### src/rtl/accum_pkg.sv
// Shared types and limits for the frame-based stream accumulator.
package accum_pkg;
  typedef enum logic {ACCUM = 1'b0, HOLD = 1'b1} state_e;
  localparam int COUNT_MAX = 255;
endpackage

### src/rtl/ripple_carry_adder.sv
// Combinational ripple-carry adder, one generated full-adder cell per bit.
module ripple_carry_adder #(
  parameter int WIDTH = 8
) (
  input  logic [WIDTH-1:0] a,
  input  logic [WIDTH-1:0] b,
  input  logic             cin,
  output logic [WIDTH-1:0] sum,
  output logic             cout
);
  logic [WIDTH:0] w_c;

  assign w_c[0] = cin;
  for (genvar i = 0; i < WIDTH; i++) begin : g_bit
    assign sum[i]    = a[i] ^ b[i] ^ w_c[i];
    assign w_c[i+1]  = (a[i] & b[i]) | (w_c[i] & (a[i] ^ b[i]));
  end
  assign cout = w_c[WIDTH];
endmodule

### src/rtl/stream_accumulator.sv
// Sums COUNT accepted input words per frame and presents the total plus a
// sticky carry-out flag on a valid/ready output port.
module stream_accumulator
  import accum_pkg::*;
#(
  parameter int WIDTH = 8,
  parameter int COUNT = 4
) (
  input  logic             clk,
  input  logic             rst,
  input  logic             clr,
  input  logic             in_valid,
  output logic             in_ready,
  input  logic [WIDTH-1:0] in_data,
  output logic             out_valid,
  input  logic             out_ready,
  output logic [WIDTH-1:0] out_sum,
  output logic             out_ovf
);
  localparam int            CW   = (COUNT > 1) ? $clog2(COUNT) : 1;
  localparam logic [CW-1:0] LAST = CW'(COUNT - 1);

  if (COUNT < 1 || COUNT > COUNT_MAX) begin : g_bad_count
    $error("stream_accumulator: COUNT out of range");
  end

  state_e           r_state, w_next;
  logic [WIDTH-1:0] r_acc, w_sum;
  logic [CW-1:0]    r_cnt;
  logic             r_ovf, w_cout, w_acc, w_last;

  ripple_carry_adder #(.WIDTH(WIDTH)) u_add (
    .a    (r_acc),
    .b    (in_data),
    .cin  (1'b0),
    .sum  (w_sum),
    .cout (w_cout)
  );

  assign w_acc  = in_valid && in_ready;
  assign w_last = (r_cnt == LAST);

  always_comb begin
    w_next = r_state;
    unique case (r_state)
      ACCUM: if (w_acc && w_last) w_next = HOLD;
      HOLD:  if (out_ready)       w_next = ACCUM;
    endcase
  end

  // clr shares the reset path so an abort drops any beat or handshake in flight
  always_ff @(posedge clk) begin
    if (rst || clr) begin
      r_state <= ACCUM;
      r_acc   <= '0;
      r_cnt   <= '0;
      r_ovf   <= 1'b0;
    end else begin
      r_state <= w_next;
      if (w_acc) begin
        r_acc <= w_sum;
        r_ovf <= r_ovf | w_cout;
        r_cnt <= w_last ? '0 : r_cnt + 1'b1;
      end else if (r_state == HOLD && out_ready) begin
        r_acc <= '0;
        r_ovf <= 1'b0;
      end
    end
  end

  assign in_ready  = (r_state == ACCUM);
  assign out_valid = (r_state == HOLD);
  assign out_sum   = r_acc;
  assign out_ovf   = r_ovf;
endmodule

### config.mk
export PLATFORM = sky130hd
export DESIGN_NAME = stream_accumulator
export DESIGN_NICKNAME = d
export VERILOG_FILES = /design/src/rtl/accum_pkg.sv /design/src/rtl/ripple_carry_adder.sv /design/src/rtl/stream_accumulator.sv
export SDC_FILE = /design/constraint.sdc
export NUM_CORES = 1
export LEC_CHECK = 0
export ABC_AREA = 1
export CORE_MARGIN = 8
export CORE_UTILIZATION = 42
export DETAILED_ROUTE_END_ITERATION = 6
export PLACE_DENSITY = 0.74
export RECOVER_POWER = 100
export SLEW_MARGIN = 20
export SYNTH_ARGS = -nofsm -noshare
export SYNTH_HDL_FRONTEND = slang
export SYNTH_SLANG_ARGS = --single-unit
### constraint.sdc
create_clock -name clk -period 5.2 [get_ports clk]
set_input_delay 1.3 -clock clk [delete_from_list [all_inputs] [get_ports clk]]
set_output_delay 1.3 -clock clk [all_outputs]
set_load 0.05 [all_outputs]
After elaboration in Yosys (flattened, before gate mapping). Cells that the tools add are included.

Add/sub/neg operators: 1. Bitwise operators: 39. Mux-type cells: 8. Reductions and logical operators: 5. Equality and inequality tests: 1.

Operator list (count): 8-bit two-way mux (2); 1-bit bitwise AND (15); 1-bit XOR (15); 1-bit bitwise OR (8); 1-bit two-way mux (4); 1-bit logical AND (3); 2-bit by 1-bit adder with 2-bit output, second input constant (1); 2-bit == test, second input constant (1); 2-bit two-way mux (1); 1-bit case mux with 2 select lines (1); 2-bit nonzero test (1); 1-bit logical OR (1); 1-bit inverter (1).

Output and inout port bits: 11. Register bits after elaboration: 12. Word-level logic and storage cells: 58. Input bits: 13.

Logic depth before layout (Yosys ltp). Gate-level depths: netlist of run 1.

Word-level depth: 17. Gate-level depth with buffers: 14. Gate-level depth less buffers: 14.

Hierarchy. Synthesis of run 1 repeated with hierarchy kept, for this count alone.

Cell total of the unflattened synthesis: 77. Area, all modules: 660.6 um^2.

Modules (own cells, without submodules): stream_accumulator (times used 1, cells each 59, seq. area each 240.2 um^2, area an instance 462.9 um^2); ripple_carry_adder (times used 1, cells each 18, seq. area each 0.0 um^2, area an instance 197.7 um^2).

Worst setup path after synthesis of run 1. No wires, ideal clock.

Path kind: input -> register. From: in in_data[0]. To: reg r_acc[7], in the netlist out_sum[7]. Path slack: 1158 ps. Cell stages on the path: 14. Library setup time: 123 ps. Buffers on the path: 0. Required time: 5077 ps. Arrival: 3919 ps. Cell sequence: ha_1 > inv_1 > fa_1 > fa_1 > fa_1 > inv_1 > fa_1 > inv_1 > fa_1 > inv_1 > fa_1 > fa_1 > nand2_1 > a21oi_1.

Word-level cells in the longest chain between the ends: 15.

RTL lines: start: declaration (line stream_accumulator.sv:14) `input logic [WIDTH-1:0] in_data,`; 1-bit bitwise AND (2 in a row) (line ripple_carry_adder.sv:16) `assign w_c[i+1] = (a[i] & b[i]) | (w_c[i] & (a[i] ^ b[i]));`; 1-bit bitwise OR (line ripple_carry_adder.sv:16); 1-bit bitwise AND (line ripple_carry_adder.sv:16); 1-bit bitwise OR (line ripple_carry_adder.sv:16); 1-bit bitwise AND (line ripple_carry_adder.sv:16); 1-bit bitwise OR (line ripple_carry_adder.sv:16); 1-bit bitwise AND (line ripple_carry_adder.sv:16); 1-bit bitwise OR (line ripple_carry_adder.sv:16); 1-bit bitwise AND (line ripple_carry_adder.sv:16); 1-bit bitwise OR (line ripple_carry_adder.sv:16); 1-bit bitwise AND (line ripple_carry_adder.sv:16); 1-bit bitwise OR (line ripple_carry_adder.sv:16); 1-bit XOR (line ripple_carry_adder.sv:15) `assign sum[i] = a[i] ^ b[i] ^ w_c[i];`; 8-bit two-way mux (line stream_accumulator.sv:60) `if (w_acc) begin`; end signal: assignment (line stream_accumulator.sv:61) `r_acc <= w_sum;`; end: declaration (line stream_accumulator.sv:28) `logic [WIDTH-1:0] r_acc, w_sum;`.

Every way passes these cells. A chain may end at the register's enable or synchronous reset.

Worst setup path after layout of run 1. Ends and elaborated chain as after synthesis.

==> qor.csv, run 1 <==
metric;value;unit
outcome;complete, no violations;
Syn Nets;107;
Synth Cell Area;672;sq um
maximum count of clock buffers along a single path;2;
Worst setup SP type;primary input;
CTS Sinks;12;
Flop pwr share;45.2;%
worst reg2reg setup slack;2.01;ns
final setup margin;0.805;ns
H-tree levels;1;
Seq cells post-synth;12;
cts hold-fix bufs;0;
Hold Slack;0.451;ns
internal power;0.157;mW
Post-Place Setup Slack;0.555;ns
PD cells;229;nW/um^2
Rows;14;
Final Hold Vio Count;0;
final worst path period need;4.40;ns
Max FO, Critical Path;1;
VDD IR-drop max;0.130;mV
Logic pwr share;20.7;%
total CTS buffers;3;
CP dominant cell by count;fa_1;
syn avg cell area;7.90;sq um
Max Transition Viols Final;0;
placed cell area;911;sq um
global-route wire length before repair;2.37;mm
clk slew on worst S/H paths;0.07;ns
r2r worst-path depth;14;
worst path buffer plus inverter count;5;
Final GP Congestion;0.750;
Port Buf Inserts;23;
Area growth syn-to-layout;41.0;%
nets;134;
Max-Cap Viols;0;
Initial Util;44.6;%
Worst Hold End;out_ovf$_SDFFE_PP0P_;
worst r2r dst;out_sum[7]$_SDFFE_PP0P_;
Yosys cell types;11;
post-DP HPWL;1.08;mm
static leakage;0.447;nW
part of the Yosys area used for sequential elements;35.8;%
critical path required time;5.35;ns
sw power;0.0595;mW
ant diodes;0;
Synthesis Warnings;0;
CTS tree;yes;
DRC Markers;0;
Clock Latency Late Sink;0.27;ns
DRT iter0 DRCs;4;
Switching Fraction;27.5;%
initial antenna violation count;0;
CP peak stage delay;0.53;ns
Final Instance Area;947;sq um
Clock power frac;34.2;%
drt total wl;1.32;mm
drt first pass iters;4;
GRT overflow;0;
Worst setup EP type;flip-flop;
Crit Path Category;in -> reg;
fill cell count;159;
root buf cell;clkbuf_4;
WL/cell;10.4;um
TNS Setup;0;ns
Setup violations, final;0;
CP Cell Sequence;dlygate4sd3_1 -> ha_1 -> inv_1 -> fa_1 -> fa_1 -> fa_1 -> inv_1 -> fa_1 -> inv_1 -> fa_1 -> inv_1 -> fa_1 -> fa_1 -> nand2_1 -> a21oi_1;
CP max stage cell;dlygate4sd3_1;
R2R Path Start;out_sum[0]$_SDFFE_PP0P_;
CTS resizes;0;
share of cells above drive strength 1;6.31;%
fmax;228;MHz
Die H;56.0;um
# IOs;24;
Final Skew;0.00651;ns
CP delay by family, top;adder cells;
DR vias;579;
GRT Overall Usage;8.94;%
Final ANT Viol Nets;0;
hold path cells;2;
Die Footprint;3140;sq um
core area;1510;sq um
pin count of the biggest net entering global routing;12;
Hold Path Class;reg -> reg;
CP arrival;4.55;ns
post-synthesis cell count;85;
total power;0.217;mW
max_slew headroom;65.8;%
Worst Hold Launch;out_ovf$_SDFFE_PP0P_;
RSZ-0062 raised after global routing;false;
Via density;4.56;
die width;56.0;um
Worst Max-Slew Pin Slew;0.511;ns
Post-CTS Setup Bufs;0;
vias in the first global route;563;
final worst-path cycle share;84.5;%
-- sequential cells by signal, indices dropped and copies added (netlist names) --
| register | flops |
|---|---|
| out_ovf | 1 |
| out_sum | 8 |
| out_valid | 1 |
| r_cnt | 2 |
-- cells in the mapped netlist --
cell type  number  area, sq um
dfxtp_1        12          240
ha_1            2         25.0
fa_1            7          140
a21oi_1        10         50.1
inv_2           2         7.51
nor2_1          7         26.3
o21ai_0         3         15.0
nand2_2         1         6.26
inv_1          20         75.1
buf_6           1         11.3
nand2_1        20         75.1
-- how the worst max path moves through the flow --
stage / start / end / slack (ns) / depth (start not counted)
after global routing: in_data[0] / out_sum[7]$_SDFFE_PP0P_ / 0.61 / 15
after detailed placement: in_data[0] / out_sum[7]$_SDFFE_PP0P_ / 0.55 / 15
final: in_data[0] / out_sum[7]$_SDFFE_PP0P_ / 0.80 / 15
after CTS: in_data[0] / out_sum[7]$_SDFFE_PP0P_ / 0.86 / 15
after global placement: in_data[0] / out_sum[7]$_SDFFE_PP0P_ / 0.59 / 15
after floorplan: in_data[0] / out_sum[7]$_SDFFE_PP0P_ / 1.16 / 14
-- power by group through the flow --
stage | logic, mW | clock network (mW) | registers, mW
global placement | 0.0458 | 0 | 0.100
detailed placement | 0.0465 | 0 | 0.100
floorplan | 0.0191 | 0 | 0.109
CTS | 0.0468 | 0.0777 | 0.0980
finish | 0.0447 | 0.0740 | 0.0978
global route | 0.0509 | 0.0825 | 0.0984
-- routing by layer --
layer | vias up | routed length (um) | global-route usage [%]
met3 | 0 | 79 | 3.65
li1 | 299 | - | -
met5 | - | 0 | 0
met1 | 264 | 581 | 10.5
met4 | 0 | 0 | 3.09
met2 | 16 | 655 | 14.3
-- cells in the final DEF, fill, tap and decap left out, types with 3 or more instances in the layout --
| master | synthesis | final |
|---|---|---|
| o21ai_0 | 3 | 3 |
| clkdlybuf4s50_1 | 0 | 10 |
| nand2_1 | 20 | 20 |
| nor2_1 | 7 | 7 |
| a21oi_1 | 10 | 10 |
| dfxtp_1 | 12 | 12 |
| clkbuf_4 | 0 | 3 |
| inv_1 | 20 | 20 |
| fa_1 | 7 | 7 |
| dlygate4sd3_1 | 0 | 13 |
-- logic make-up after synthesis --
group                      count (synthesis)  share of synthesized area (%)
AOI/OAI and AO/OA                         13                           9.68
adders and majority gates                  9                           24.6
buffers and inverters                     23                           14.0
DFF                                       12                           35.8
and+or+nand+nor                           28                           16.0
-- stage by stage --
| stage | utilization (%) | instances |
|---|---|---|
| after floorplan | - | 85 |
| after global placement | 60.5 | 123 |
| after detailed placement | 60.5 | 123 |
| final | 62.9 | 127 |
| after global routing | 62.9 | 127 |
| after CTS | 62.9 | 127 |
-- worst register-to-register path, stage by stage (launching register included) --
cell	delay, ns
dfxtp_1	0.35
ha_1	0.15
inv_1	0.05
fa_1	0.38
fa_1	0.39
fa_1	0.37
inv_1	0.07
fa_1	0.16
inv_1	0.05
fa_1	0.35
inv_1	0.07
fa_1	0.18
fa_1	0.40
nand2_1	0.07
a21oi_1	0.05
-- final cells by class --
type                    instances  area [sq um]  area share, %
clock buffers                   4          36.3           3.83
inverters                      22          82.6           8.72
multi-input cells              50           338           35.7
flip-flops and latches         12           240           25.4
well taps                      16          20.0           2.11
repair buffers                 23           230           24.3
Power figures use the tool's default switching activity.
==> run 2: changes to the inputs <==
==> constraint.sdc (replaced) <==
create_clock -name clk -period 4.25 [get_ports clk]
set_input_delay 1.0625 -clock clk [delete_from_list [all_inputs] [get_ports clk]]
set_output_delay 1.0625 -clock clk [all_outputs]
set_load 0.05 [all_outputs]
==> qor.csv, run 2 (synthesis results as in run 1) <==
metric;value;unit
outcome;complete, no violations;
Via density;4.56;
fill cell count;145;
Worst Max-Slew Pin Slew;0.509;ns
Clock Latency Late Sink;0.27;ns
Die H;56.0;um
critical path required time;4.40;ns
Worst Hold Launch;out_ovf$_SDFFE_PP0P_;
die width;56.0;um
Port Buf Inserts;23;
total CTS buffers;3;
drt first pass iters;3;
Final ANT Viol Nets;0;
max_slew headroom;66.0;%
CP Cell Sequence;clkdlybuf4s50_1 -> ha_1 -> inv_1 -> fa_1 -> fa_2 -> fa_1 -> inv_1 -> fa_1 -> inv_1 -> fa_1 -> inv_1 -> fa_1 -> fa_1 -> nand2_1 -> a21oi_1;
maximum count of clock buffers along a single path;2;
# IOs;24;
total power;0.242;mW
Setup violations, final;0;
Max FO, Critical Path;1;
cts hold-fix bufs;0;
Logic pwr share;23.0;%
final worst-path cycle share;95.4;%
sw power;0.0690;mW
nets;134;
TNS Setup;0;ns
H-tree levels;1;
root buf cell;clkbuf_4;
Die Footprint;3140;sq um
Crit. Startpoint;in_data[0];
Post-CTS Setup Bufs;0;
GRT overflow;0;
Flop pwr share;49.4;%
DR vias;575;
DRT iter0 DRCs;10;
Final GP Congestion;0.757;
PD cells;259;nW/um^2
Post-Place Setup Slack;-0.160;ns
pin count of the biggest net entering global routing;12;
VDD IR-drop max;0.179;mV
core area;1510;sq um
share of cells above drive strength 1;6.36;%
GRT Overall Usage;9.37;%
Switching Fraction;28.5;%
CP max stage cell;clkdlybuf4s50_1;
CTS Sinks;12;
static leakage;0.440;nW
CP dominant cell by count;fa_1;
Final Skew;0.00394;ns
RSZ-0062 raised after global routing;false;
Clock power frac;27.6;%
Hold Slack;0.452;ns
final setup margin;0.196;ns
vias in the first global route;553;
CP arrival;4.20;ns
CP delay by family, top;adder cells;
final worst path period need;4.05;ns
CTS tree;yes;
internal power;0.173;mW
worst path buffer plus inverter count;5;
Max-Cap Viols;0;
post-DP HPWL;1.12;mm
fmax;247;MHz
Max Transition Viols Final;0;
WL/cell;10.8;um
CTS resizes;0;
ant diodes;0;
Initial Util;44.6;%
DRC Markers;0;
Worst setup SP type;primary input;
commonest cells after routing, fill and taps aside;inv_1 (20), nand2_1 (20), dlygate4sd3_1 (12), dfxtp_1 (12), clkdlybuf4s50_1 (11);
clk slew on worst S/H paths;0.06;ns
Area growth syn-to-layout;39.3;%
R2R Path Start;out_sum[0]$_SDFFE_PP0P_;
drt total wl;1.36;mm
Worst setup EP type;flip-flop;
Largest register FFs;8;
Crit Path Category;in -> reg;
Rows;14;
global-route wire length before repair;2.37;mm
CP peak stage delay;0.46;ns
Final Hold Vio Count;0;
initial antenna violation count;0;
Hold Path Class;reg -> reg;
-- run 2: cell count changes in the layout (fill, tap and decap cells not counted), sizes merged --
| cell | previous run | this run |
|---|---|---|
| clkbuf | 4 | 3 |
| clkdlybuf4s50 | 10 | 11 |
| dlygate4sd3 | 13 | 12 |
-- run 2: stage by stage --
stage | cell area [sq um] | instances | utilization (%)
after floorplan | 672 | 85 | -
after global placement | 911 | 123 | 60.5
after detailed placement | 911 | 123 | 60.5
after CTS | 933 | 126 | 62.0
after global routing | 936 | 126 | 62.1
final | 936 | 126 | 62.1
-- run 2: area by class of cell --
| type | count | area [sq um] | area share (%) |
|---|---|---|---|
| flip-flops and latches | 12 | 240 | 25.7 |
| well taps | 16 | 20.0 | 2.14 |
| clock buffers | 3 | 22.5 | 2.41 |
| multi-input cells | 50 | 340 | 36.4 |
| inverters | 22 | 82.6 | 8.82 |
| repair buffers | 23 | 230 | 24.6 |
-- run 2: power by group through the flow --
stage | combinational [mW] | sequential (mW) | clock, mW
5_1_grt | 0.0632 | 0.120 | 0.0806
6_report | 0.0557 | 0.120 | 0.0669
4_1_cts | 0.0580 | 0.120 | 0.0713
2_1_floorplan | 0.0234 | 0.134 | 0
3_5_place_dp | 0.0576 | 0.122 | 0
3_3_place_gp | 0.0560 | 0.122 | 0
-- run 2: worst paths after layout --
kind / cells after the start / end / slack (ns)
worst max register to register: 14 / out_sum[7]$_SDFFE_PP0P_ / 1.09
worst min register to register: 2 / out_ovf$_SDFFE_PP0P_ / 0.45
worst max-delay path: 15 / out_sum[7]$_SDFFE_PP0P_ / 0.20
worst min-delay path: 2 / out_ovf$_SDFFE_PP0P_ / 0.45
-- run 2: routing by layer --
metal	global-route usage, %	up-vias	routed length, um
met1	9.33	261	554
met3	5.71	0	99
met5	0	-	0
met4	3.09	0	0
li1	-	298	-
met2	15.7	16	702
-- run 2: worst min-delay path, stage by stage, from the launching register on --
cell and delay (ns):
dfxtp_1 0.31, inv_1 0.04, a21oi_1 0.05
==> run 3: changes to the inputs <==
--- a/config.mk
+++ b/config.mk
@@ -7,9 +7,9 @@
 export LEC_CHECK = 0
 export ABC_AREA = 1
 export CORE_MARGIN = 8
-export CORE_UTILIZATION = 42
+export CORE_UTILIZATION = 30
 export DETAILED_ROUTE_END_ITERATION = 6
-export PLACE_DENSITY = 0.74
+export PLACE_DENSITY = 0.55
 export RECOVER_POWER = 100
 export SLEW_MARGIN = 20
 export SYNTH_ARGS = -nofsm -noshare
==> qor.csv, run 3 (synthesis results as in run 1) <==
metric;value;unit
Final ANT Viol Nets;0;
clk slew on worst S/H paths;0.07;ns
worst path buffer plus inverter count;5;
Max FO, Critical Path;1;
post-DP HPWL;1.14;mm
GRT overflow;0;
Max-Cap Viols;0;
initial antenna violation count;0;
final worst-path cycle share;96.2;%
CTS Sinks;12;
nets;134;
Rows;17;
PD cells;277;nW/um^2
fill cell count;239;
fin util;44.5;%
VDD IR-drop max;0.122;mV
maximum count of clock buffers along a single path;2;
max_slew headroom;65.0;%
fmax;245;MHz
DR vias;579;
core area;2170;sq um
Crit Path Category;in -> reg;
Area growth syn-to-layout;43.6;%
total CTS buffers;3;
Final Instance Area;965;sq um
static leakage;0.447;nW
drt total wl;1.43;mm
pin count of the biggest net entering global routing;12;
TNS Setup;0;ns
placed cell area;926;sq um
Final Hold Vio Count;0;
CTS resizes;0;
DRC Markers;0;
ant diodes;0;
CP arrival;4.25;ns
Initial Util;31.0;%
placed cell count;135;
CTS tree;yes;
Via density;4.17;
CP peak stage delay;0.46;ns
GRT Overall Usage;7.82;%
Worst Max-Slew Pin Slew;0.524;ns
drt first pass iters;4;
final worst path period need;4.09;ns
Largest register FFs;8;
cts hold-fix bufs;0;
root buf cell;clkbuf_4;
commonest cells after routing, fill and taps aside;inv_1 (20), nand2_1 (20), dlygate4sd3_1 (12), dfxtp_1 (12), clkdlybuf4s50_1 (11);
Max Transition Viols Final;0;
H-tree levels;1;
final setup margin;0.160;ns
CP dominant cell by count;fa_1;
DRT iter0 DRCs;1;
WL/cell;10.3;um
Hold Path Class;reg -> reg;
CP Cell Sequence;clkdlybuf4s50_1 -> ha_1 -> inv_1 -> fa_1 -> fa_2 -> fa_1 -> inv_1 -> fa_1 -> inv_1 -> fa_1 -> inv_1 -> fa_1 -> fa_1 -> nand2_1 -> a21oi_1;
Setup violations, final;0;
CP delay by family, top;adder cells;
post-route insts no fill;139;
Worst setup EP type;flip-flop;
Final GP Congestion;0.666;
# IOs;24;
Final Skew;0.00153;ns
Worst setup SP type;primary input;
CP max stage cell;clkdlybuf4s50_1;
RSZ-0062 raised after global routing;false;
vias in the first global route;594;
die width;63.3;um
Port Buf Inserts;23;
outcome;complete, no violations;
share of cells above drive strength 1;7.21;%
Post-CTS Setup Bufs;0;
Die H;63.3;um
global-route wire length before repair;2.49;mm
critical path required time;4.41;ns
Die Footprint;4010;sq um
Post-Place Setup Slack;-0.216;ns
Clock Latency Late Sink;0.27;ns
[run 3: final timing paths]
check | startpoint | endpoint | slack (ns) | depth (start not counted)
min reg2reg | out_ovf$_SDFFE_PP0P_ | out_ovf$_SDFFE_PP0P_ | 0.46 | 2
min | out_ovf$_SDFFE_PP0P_ | out_ovf$_SDFFE_PP0P_ | 0.46 | 2
max reg2reg | out_sum[0]$_SDFFE_PP0P_ | out_sum[7]$_SDFFE_PP0P_ | 1.04 | 14
max | in_data[0] | out_sum[7]$_SDFFE_PP0P_ | 0.16 | 15
[run 3: through the flow]
stage / hold WS (ns) / power (mW)
after floorplan: 0.458 / 0.157
after global placement: 0.446 / 0.180
after detailed placement: 0.451 / 0.181
after CTS: 0.468 / 0.273
after global routing: 0.484 / 0.289
final: 0.462 / 0.267
[run 3: final cells by class]
type                    instances  area, sq um  share of cell area (%)
flip-flops and latches         12          240                    24.9
inverters                      22         82.6                    8.56
well taps                      28         35.0                    3.63
multi-input cells              50          340                    35.3
repair buffers                 23          230                    23.9
clock buffers                   4         36.3                    3.76
[run 3: worst register-to-register path, stage by stage (launching register included)]
cell and delay, ns:
dfxtp_1 0.36, ha_1 0.15, inv_1 0.04, fa_1 0.39, fa_2 0.35, fa_1 0.36, inv_1 0.07, fa_1 0.15
inv_1 0.04, fa_1 0.38, inv_1 0.08, fa_1 0.18, fa_1 0.41, nand2_1 0.08, a21oi_1 0.06
[run 3: routing by layer]
| layer | GRT usage (%) | wire (um) | up-vias |
|---|---|---|---|
| met1 | 7.68 | 637 | 249 |
| li1 | - | - | 298 |
| met5 | 0 | 0 | - |
| met3 | 4.77 | 141 | 5 |
| met4 | 5.85 | 36 | 0 |
| met2 | 11.8 | 610 | 27 |
[run 3: power by group]
group	total, mW	switching (mW)	internal [mW]
sequential	0.120	0.00315	0.117
clock	0.0910	0.0389	0.0521
combinational	0.0562	0.0321	0.0241
total	0.267	0.0742	0.193
